==> src/rtl/matmul_seq_ctrl_if.sv <==
// ============================================================================
// Module      : matmul_seq_ctrl_if
// Description : Handshake and Matrix_Mul port bundle for matmul_seq_ctrl.
// Revision    : 1.0 - initial release
// ============================================================================
`default_nettype none

interface matmul_seq_ctrl_if #(
    parameter int WORD_W = 16,
    parameter int ADDR_W = 7
);
    logic                  in_valid;
    logic [WORD_W-1:0]     in_data;
    logic                  in_ready;
    logic                  mm_we;
    logic [ADDR_W-1:0]     mm_addr;
    logic [WORD_W-1:0]     mm_data_wr;
    logic [WORD_W-1:0]     mm_result;
    logic [3:0]            mm_qi;
    logic [3:0]            mm_qf;
    logic                  out_valid;
    logic [WORD_W+7:0]     out_data;
    logic                  out_last;
    logic                  out_ready;
    logic                  busy;

    modport master (
        input  in_valid, in_data, mm_result, mm_qi, mm_qf, out_ready,
        output in_ready, mm_we, mm_addr, mm_data_wr, out_valid, out_data, out_last, busy
    );

    modport slave (
        output in_valid, in_data, mm_result, mm_qi, mm_qf, out_ready,
        input  in_ready, mm_we, mm_addr, mm_data_wr, out_valid, out_data, out_last, busy
    );
endinterface

`default_nettype wire

==> src/rtl/matmul_seq_ctrl.sv <==
// ============================================================================
// Module      : matmul_seq_ctrl
// Description : Loads a 72-word job into Matrix_Mul, waits out the compute
//               window, captures 8 results and streams them out.
//               Optional job/stall counters: define MATMUL_CTRL_STATS_EN.
// Revision    : 1.0 - initial release
// ============================================================================
`default_nettype none

module matmul_seq_ctrl #(
    parameter int WORD_W         = 16,
    parameter int ADDR_W         = 7,
    parameter int MAT_WORDS      = 64,
    parameter int VEC_WORDS      = 8,
    parameter int COMPUTE_CYCLES = 70,
    parameter int RES_STRIDE     = 2
) (
    input  logic                src_clk,
    input  logic                rst,
    matmul_seq_ctrl_if.master   bus
`ifdef MATMUL_CTRL_STATS_EN
    ,
    output logic [15:0]         job_count,
    output logic [15:0]         stall_count
`endif
);

    localparam int SLOT_W  = $clog2(VEC_WORDS);
    localparam int WAIT_W  = $clog2(COMPUTE_CYCLES + 1);
    localparam int PHASE_W = $clog2(RES_STRIDE + 1);

    localparam logic [ADDR_W-1:0]  c_LAST_WORD  = ADDR_W'(MAT_WORDS + VEC_WORDS - 1);
    localparam logic [SLOT_W-1:0]  c_LAST_SLOT  = SLOT_W'(VEC_WORDS - 1);
    localparam logic [WAIT_W-1:0]  c_WAIT_END   = WAIT_W'(COMPUTE_CYCLES - 1);
    localparam logic [PHASE_W-1:0] c_STRIDE_END = PHASE_W'(RES_STRIDE - 1);

    typedef enum logic [2:0] {
        S_IDLE    = 3'd0,
        S_LOAD    = 3'd1,
        S_WAIT    = 3'd2,
        S_CAPTURE = 3'd3,
        S_DRAIN   = 3'd4
    } state_t;

    state_t              r_state;
    logic [ADDR_W-1:0]   r_widx;
    logic [WAIT_W-1:0]   r_wait_cnt;
    logic [PHASE_W-1:0]  r_phase;
    logic [SLOT_W-1:0]   r_slot;
    logic [WORD_W+7:0]   r_buf [VEC_WORDS];

    logic                r_in_ready;
    logic                r_mm_we;
    logic [ADDR_W-1:0]   r_mm_addr;
    logic [WORD_W-1:0]   r_mm_data_wr;
    logic                r_out_valid;
    logic [WORD_W+7:0]   r_out_data;
    logic                r_out_last;
    logic                r_busy;

    logic                w_in_fire;
    logic                w_out_fire;
    logic                w_sample;
    logic [SLOT_W-1:0]   w_slot_nxt;

    assign w_in_fire  = bus.in_valid && r_in_ready;
    assign w_out_fire = r_out_valid && bus.out_ready;
    assign w_sample   = (r_state == S_CAPTURE) && (r_phase == '0);
    assign w_slot_nxt = r_slot + SLOT_W'(1);

    assign bus.in_ready   = r_in_ready;
    assign bus.mm_we      = r_mm_we;
    assign bus.mm_addr    = r_mm_addr;
    assign bus.mm_data_wr = r_mm_data_wr;
    assign bus.out_valid  = r_out_valid;
    assign bus.out_data   = r_out_data;
    assign bus.out_last   = r_out_last;
    assign bus.busy       = r_busy;

    // Result buffer carries no reset: an aborted job's slots are simply overwritten.
    always_ff @(posedge src_clk) begin
        if (w_sample) begin
            r_buf[r_slot] <= {bus.mm_qi, bus.mm_qf, bus.mm_result};
        end
    end

    always_ff @(posedge src_clk) begin
        if (rst) begin
            r_state      <= S_IDLE;
            r_widx       <= '0;
            r_wait_cnt   <= '0;
            r_phase      <= '0;
            r_slot       <= '0;
            r_in_ready   <= 1'b0;
            r_mm_we      <= 1'b0;
            r_mm_addr    <= '0;
            r_mm_data_wr <= '0;
            r_out_valid  <= 1'b0;
            r_out_data   <= '0;
            r_out_last   <= 1'b0;
            r_busy       <= 1'b0;
        end else begin
            r_mm_we <= 1'b0;
            case (r_state)
                S_IDLE: begin
                    r_in_ready <= 1'b1;
                    if (w_in_fire) begin
                        r_mm_we      <= 1'b1;
                        r_mm_addr    <= '0;
                        r_mm_data_wr <= bus.in_data;
                        r_widx       <= ADDR_W'(1);
                        r_busy       <= 1'b1;
                        r_state      <= S_LOAD;
                    end
                end
                S_LOAD: begin
                    if (w_in_fire) begin
                        r_mm_we      <= 1'b1;
                        r_mm_addr    <= r_widx;
                        r_mm_data_wr <= bus.in_data;
                        r_widx       <= r_widx + ADDR_W'(1);
                        if (r_widx == c_LAST_WORD) begin
                            r_in_ready <= 1'b0;
                            r_wait_cnt <= '0;
                            r_state    <= S_WAIT;
                        end
                    end
                end
                S_WAIT: begin
                    if (r_wait_cnt == c_WAIT_END) begin
                        r_phase <= '0;
                        r_slot  <= '0;
                        r_state <= S_CAPTURE;
                    end else begin
                        r_wait_cnt <= r_wait_cnt + WAIT_W'(1);
                    end
                end
                S_CAPTURE: begin
                    r_phase <= (r_phase == c_STRIDE_END) ? '0 : r_phase + PHASE_W'(1);
                    if (w_sample) begin
                        if (r_slot == c_LAST_SLOT) begin
                            r_slot  <= '0;
                            r_state <= S_DRAIN;
                        end else begin
                            r_slot <= w_slot_nxt;
                        end
                    end
                end
                S_DRAIN: begin
                    // First DRAIN cycle only loads slot 0; the handshake starts after it.
                    if (!r_out_valid) begin
                        r_out_valid <= 1'b1;
                        r_out_data  <= r_buf[r_slot];
                        r_out_last  <= (r_slot == c_LAST_SLOT);
                    end else if (bus.out_ready) begin
                        if (r_slot == c_LAST_SLOT) begin
                            r_out_valid <= 1'b0;
                            r_out_last  <= 1'b0;
                            r_slot      <= '0;
                            r_busy      <= 1'b0;
                            r_in_ready  <= 1'b1;
                            r_state     <= S_IDLE;
                        end else begin
                            r_slot     <= w_slot_nxt;
                            r_out_data <= r_buf[w_slot_nxt];
                            r_out_last <= (w_slot_nxt == c_LAST_SLOT);
                        end
                    end
                end
                default: r_state <= S_IDLE;
            endcase
        end
    end

`ifdef MATMUL_CTRL_STATS_EN
    logic r_unused_stats;
    assign r_unused_stats = 1'b0;

    always_ff @(posedge src_clk) begin
        if (rst) begin
            job_count   <= '0;
            stall_count <= '0;
        end else begin
            if (w_out_fire && (r_slot == c_LAST_SLOT)) begin
                job_count <= job_count + 16'd1;
            end
            if ((r_state == S_DRAIN) && r_out_valid && !bus.out_ready && (stall_count != 16'hFFFF)) begin
                stall_count <= stall_count + 16'd1;
            end
        end
    end
`endif

endmodule

`default_nettype wire

==> src/flat_wrapper.sv <==
// flat-port wrapper written by rule: the top's interface ports become plain ports
module matmul_seq_ctrl_flat 
#(
    parameter int WORD_W         = 16,
    parameter int ADDR_W         = 7,
    parameter int MAT_WORDS      = 64,
    parameter int VEC_WORDS      = 8,
    parameter int COMPUTE_CYCLES = 70,
    parameter int RES_STRIDE     = 2
)
  (src_clk, rst, bus_in_valid, bus_in_data, bus_mm_result, bus_mm_qi, bus_mm_qf, bus_out_ready, bus_in_ready, bus_mm_we, bus_mm_addr, bus_mm_data_wr, bus_out_valid, bus_out_data, bus_out_last, bus_busy);
  matmul_seq_ctrl_if #(.WORD_W(WORD_W), .ADDR_W(ADDR_W)) bus_i ();
  input  logic src_clk;
  input  logic rst;
  input wire logic [$bits(bus_i.in_valid)-1:0] bus_in_valid;
  input wire logic [$bits(bus_i.in_data)-1:0] bus_in_data;
  input wire logic [$bits(bus_i.mm_result)-1:0] bus_mm_result;
  input wire logic [$bits(bus_i.mm_qi)-1:0] bus_mm_qi;
  input wire logic [$bits(bus_i.mm_qf)-1:0] bus_mm_qf;
  input wire logic [$bits(bus_i.out_ready)-1:0] bus_out_ready;
  output wire logic [$bits(bus_i.in_ready)-1:0] bus_in_ready;
  output wire logic [$bits(bus_i.mm_we)-1:0] bus_mm_we;
  output wire logic [$bits(bus_i.mm_addr)-1:0] bus_mm_addr;
  output wire logic [$bits(bus_i.mm_data_wr)-1:0] bus_mm_data_wr;
  output wire logic [$bits(bus_i.out_valid)-1:0] bus_out_valid;
  output wire logic [$bits(bus_i.out_data)-1:0] bus_out_data;
  output wire logic [$bits(bus_i.out_last)-1:0] bus_out_last;
  output wire logic [$bits(bus_i.busy)-1:0] bus_busy;
  assign bus_i.in_valid = bus_in_valid;
  assign bus_i.in_data = bus_in_data;
  assign bus_i.mm_result = bus_mm_result;
  assign bus_i.mm_qi = bus_mm_qi;
  assign bus_i.mm_qf = bus_mm_qf;
  assign bus_i.out_ready = bus_out_ready;
  assign bus_in_ready = bus_i.in_ready;
  assign bus_mm_we = bus_i.mm_we;
  assign bus_mm_addr = bus_i.mm_addr;
  assign bus_mm_data_wr = bus_i.mm_data_wr;
  assign bus_out_valid = bus_i.out_valid;
  assign bus_out_data = bus_i.out_data;
  assign bus_out_last = bus_i.out_last;
  assign bus_busy = bus_i.busy;
  matmul_seq_ctrl #(.WORD_W(WORD_W), .ADDR_W(ADDR_W), .MAT_WORDS(MAT_WORDS), .VEC_WORDS(VEC_WORDS), .COMPUTE_CYCLES(COMPUTE_CYCLES), .RES_STRIDE(RES_STRIDE)) u_core (.src_clk(src_clk), .rst(rst), .bus(bus_i));
endmodule
==> config.mk <==
export PLATFORM = sky130hd
export DESIGN_NAME = matmul_seq_ctrl_flat
export DESIGN_NICKNAME = d
export VERILOG_FILES = /design/src/rtl/matmul_seq_ctrl_if.sv /design/src/rtl/matmul_seq_ctrl.sv /design/src/flat_wrapper.sv
export SDC_FILE = /design/constraint.sdc
export NUM_CORES = 1
export LEC_CHECK = 0
export CORE_UTILIZATION = 37
export CTS_CLUSTER_SIZE = 30
export DETAILED_ROUTE_END_ITERATION = 12
export PLACE_DENSITY_LB_ADDON = 0.08
export SYNTH_ARGS = -nofsm -noshare
export SYNTH_HDL_FRONTEND = slang
export SYNTH_SLANG_ARGS = --single-unit
==> constraint.sdc <==
create_clock -name src_clk -period 3.8 [get_ports src_clk]
set_clock_uncertainty 0.15 [all_clocks]
set_input_delay 1.14 -clock src_clk [delete_from_list [all_inputs] [get_ports src_clk]]
set_output_delay 1.14 -clock src_clk [all_outputs]
set_load 0.02 [all_outputs]
==> summary.md <==
| Metric | Value |
|---|---|
| Register-to-Register Path Depth | 6 |
| Seq pwr share | 50.2% |
| H-Tree Depth | 1 |
| Post-Syn Nets | 778 |
| Data required time of the worst path | 2.51 ns |
| Die area | 0.0322 mm^2 |
| Setup Buffers After CTS | 0 |
| Cell Pwr Density | 465 mW/mm^2 |
| Max Cap Viol | 0 |
| Routed len/inst | 22.8 um |
| Max-slew violations | 0 |
| Multi-input logic area | 0.00413 mm^2 |
| Clk buf depth | 3 |
| PortBufs | 95 |
| Clock power share | 41.9% |
| Total core area | 0.0307 mm^2 |
| Largest net degree at the start of global routing | 33 |
| Hold buffers post-CTS | 0 |
| Net Sw Frac | 22.5% |
| Post-Place Setup Slack | 0.395 ns |
| Post_cts resized | 0 |
| Synth area leader | edfxtp_1 |
| Share of the synthesized area in the top cell type | 49.5% |
| Vias per inst | 5.62 |
| Status | completed |
| Tcrit/Tclk final | 77.8% |
| CP startpoint | u_core.bus.out_valid$_SDFFE_PP0N_ |
| Std cell rows | 64 |
| Final WL | 28.6 mm |
| Worst setup path endpoint | bus_out_valid |
| Clock slew seen by the registers of the worst setup and hold paths | 0.06 ns |
| Seq/Total Area, Yosys | 62.8% |
| Combinational share of power | 7.9% |
| Number of synthesized flops with an enable pin | 192 |
| Die Y | 179 um |
| Post-synth ARST share | 0% |
| Final hold vios | 0 |
| Final worst setup slack | 0.843 ns |
| Synth Register Bits | 269 |
| Commonest register cell after synthesis | edfxtp_1 |
| Clk sinks | 269 |
| Worst R2R Start | u_core.r_state[2]$_SDFFE_PP0P_ |
| Top Ports | 96 |
| Min-Delay Path Class | flop to flop |
| Reg2reg end | u_core.bus.out_data[14]$_SDFFE_PP0P_ |
| Share of cells above drive strength 1 | 22.2% |
| Vias | 7071 |
| Cells after Synth | 727 |
| Area Growth Syn to Fin | 21.5% |
| Leak pwr | 4.38 nW |
| Top cells by area, synth | edfxtp_1 50%, mux4_2 19%, dfxtp_1 13% |
| DR DRC count | 0 |
| Initial antenna violation count | 1 |
| Pre-Repair DR Iteration Count | 7 |
| Post-DRT Antenna Nets | 0 |
| RSZ-0062 raised after global routing | no |
| CTS Buf Count | 30 |
| Vias in the first global route | 7447 |
| Kind of critical path | flop to primary output |
| R2r setup slk | 1.16 ns |
| Register area | 0.00732 mm^2 |
| Crit-path cells | clkdlybuf4s50_1 |
| Global-route wire length before repair | 43.4 mm |
| CTS tree | done |
| Internal | 5.10 mW |
| Fill cell count | 2712 |
| Setup crit start kind | flop |
| Switching Power | 1.48 mW |
| Crit. End Element | primary output |
| Final #Nets | 888 |
| Setup TNS | 0 ns |
| Die X | 179 um |
| Routability cong. | 0.786 |
| Crit-path max cell delay | 0.66 ns |
| CP Buf/Inv Count | 1 |
| Initial core utilization | 37.9% |
| Tightest Pin Transition | 0.718 ns |
| Top achievable clock speed | 338 MHz |
| Max-slew headroom | 52.2% |
| Cell depth of the worst setup path | 1 |
| Min-Delay Startpoint | u_core.r_phase[1]$_SDFFE_PP0P_ |
| Final global-route overflow total | 0 |
| GRT Total Usage | 18.1% |
| Initial DRC Count | 464 |
| Clk Latency, worst-skew pair | 0.54 ns |
| Root Buffer | clkbuf_16 |
| Synth warn | 0 |
| DP Wirelength | 16.8 mm |
| Synthesized area | 0.0116 mm^2 |
| Syn_area_per_cell | 16.0 um^2 |
| Final Critical Period | 2.96 ns |
| # setup viols final | 0 |
| Delay-heaviest family, CP | buffers and inverters |
| Critical-path cell with the highest stage delay | clkdlybuf4s50_1 |
| Number of library cell types mapped by synthesis | 50 |
| Peak VDD IR | 0.351 mV |
| Arrival time worst endpoint | 1.67 ns |
| Crit path max fanout | 8 |
==> synth_stat cells, types with 2 or more instances <==
cell type / number
nor3b_1: 2
nor3_1: 6
and4_1: 2
a31o_2: 2
xnor2_1: 4
or3_1: 2
o211ai_1: 24
nor2_1: 37
nand2_1: 70
a211oi_1: 11
buf_1: 10
buf_2: 7
mux4_2: 96
mux2_2: 4
ha_1: 7
nand3_1: 6
nand4_1: 3
xor2_1: 3
clkbuf_1: 28
mux2i_1: 29
nand2b_1: 5
buf_6: 2
a21oi_1: 24
dfxtp_1: 77
o21ai_0: 5
a22oi_1: 32
a21o_1: 2
nor4b_1: 2
inv_1: 13
edfxtp_1: 192
==> layout make-up <==
| type | count | share of cell area [%] |
|---|---|---|
| Antenna cell | 1 | 0.0177 |
| Clock buffer | 47 | 6.26 |
| Clock inverter | 9 | 0.460 |
| Inverter | 13 | 0.345 |
| Multi-Input combinational cell | 398 | 29.2 |
| Sequential cell | 269 | 51.7 |
| Tap cell | 396 | 3.50 |
| Timing Repair Buffer | 125 | 8.49 |
==> through the flow <==
step / instance area, um^2 / cells / hold WS, ns / util (%) / total power [mW]
finish: 14100 / 1258 / 0.306 / 46.0 / 6.58
global placement: 13200 / 1201 / 0.294 / 42.9 / 3.87
detailed placement: 13200 / 1201 / 0.298 / 42.9 / 3.88
CTS: 14100 / 1257 / 0.309 / 46.0 / 6.65
floorplan: 11600 / 727 / 0.273 / - / 3.64
global route: 14100 / 1258 / 0.337 / 46.0 / 6.81
==> metal layers <==
| metal | GRT usage, % | vias to the layer above | wire (um) |
|---|---|---|---|
| li1 | - | 3144 | - |
| met4 | 4.83 | 0 | 575 |
| met2 | 31.3 | 246 | 14300 |
| met1 | 23.4 | 3634 | 12000 |
| met5 | 0 | - | 0 |
| met3 | 3.31 | 47 | 1730 |
==> sequential cells by signal, indices dropped and copies added (netlist names), named ones only <==
| register | flops |
|---|---|
| u_core.bus.busy | 1 |
| u_core.bus.in_ready | 1 |
| u_core.bus.mm_addr | 7 |
| u_core.bus.mm_data_wr | 16 |
| u_core.bus.mm_we | 1 |
| u_core.bus.out_data | 24 |
| u_core.bus.out_last | 1 |
| u_core.bus.out_valid | 1 |
| u_core.r_buf | 192 |
| u_core.r_phase | 2 |
| u_core.r_slot | 3 |
| u_core.r_state | 3 |
| u_core.r_wait_cnt | 7 |
| u_core.r_widx | 7 |
==> worst min path at each step <==
| stage | to | slack, ns | depth (start not counted) |
|---|---|---|---|
| 6_report | u_core.r_phase[1]$_SDFFE_PP0P_ | 0.31 | 2 |
| 4_1_cts | u_core.r_phase[1]$_SDFFE_PP0P_ | 0.31 | 2 |
| 5_1_grt | u_core.bus.mm_data_wr[4]$_SDFFE_PP0P_ | 0.34 | 2 |
| 3_5_place_dp | u_core.r_phase[1]$_SDFFE_PP0P_ | 0.30 | 2 |
| 3_3_place_gp | u_core.bus.mm_data_wr[10]$_SDFFE_PP0P_ | 0.29 | 2 |
| 2_1_floorplan | u_core.r_phase[1]$_SDFFE_PP0P_ | 0.27 | 2 |
==> logic make-up (layout without fill, tap and decap cells) <==
group	Yosys count	in the layout	synth area share (%)
and+or+nand+nor	145	145	5.73
buffers and inverters	60	194	2.14
other	0	1	0
muxes	130	130	21.5
adders and majority gates	7	7	0.752
AOI/OAI and AO/OA	109	109	6.55
DFF	269	269	62.8
xor gates and xnor gates	7	7	0.527
==> cell usage in the layout (no fill, tap or decap), types with 3 or more instances in the layout <==
| cell | synthesis | routed |
|---|---|---|
| mux4_2 | 96 | 96 |
| nor3_1 | 6 | 4 |
| xor2_1 | 3 | 3 |
| a22oi_1 | 32 | 32 |
| dfxtp_1 | 77 | 74 |
| xnor2_1 | 4 | 4 |
| clkinv_1 | 0 | 4 |
| clkinv_2 | 0 | 4 |
| clkbuf_8 | 0 | 5 |
| nand3_1 | 6 | 6 |
| clkdlybuf4s50_1 | 0 | 95 |
| edfxtp_1 | 192 | 192 |
| nand2_1 | 70 | 70 |
| a21oi_1 | 24 | 23 |
| clkbuf_16 | 0 | 31 |
| mux2i_1 | 29 | 29 |
| inv_1 | 13 | 13 |
| clkbuf_1 | 28 | 11 |
| nand4_1 | 3 | 3 |
| a211oi_1 | 11 | 11 |
| nand2b_1 | 5 | 5 |
| o21ai_0 | 5 | 5 |
| nor2_1 | 37 | 31 |
| buf_4 | 0 | 28 |
| o211ai_1 | 24 | 24 |
| ha_1 | 7 | 6 |
| nor2_2 | 0 | 6 |
| mux2_2 | 4 | 4 |
==> power by group through the flow <==
stage | clock network (mW) | logic (mW) | registers, mW
after floorplan | 0 | 0.281 | 3.36
after global placement | 0 | 0.513 | 3.35
after detailed placement | 0 | 0.525 | 3.36
after CTS | 2.83 | 0.527 | 3.30
after global routing | 2.93 | 0.572 | 3.31
final | 2.76 | 0.522 | 3.30
Note: power is estimated with default switching activity, not from simulation.
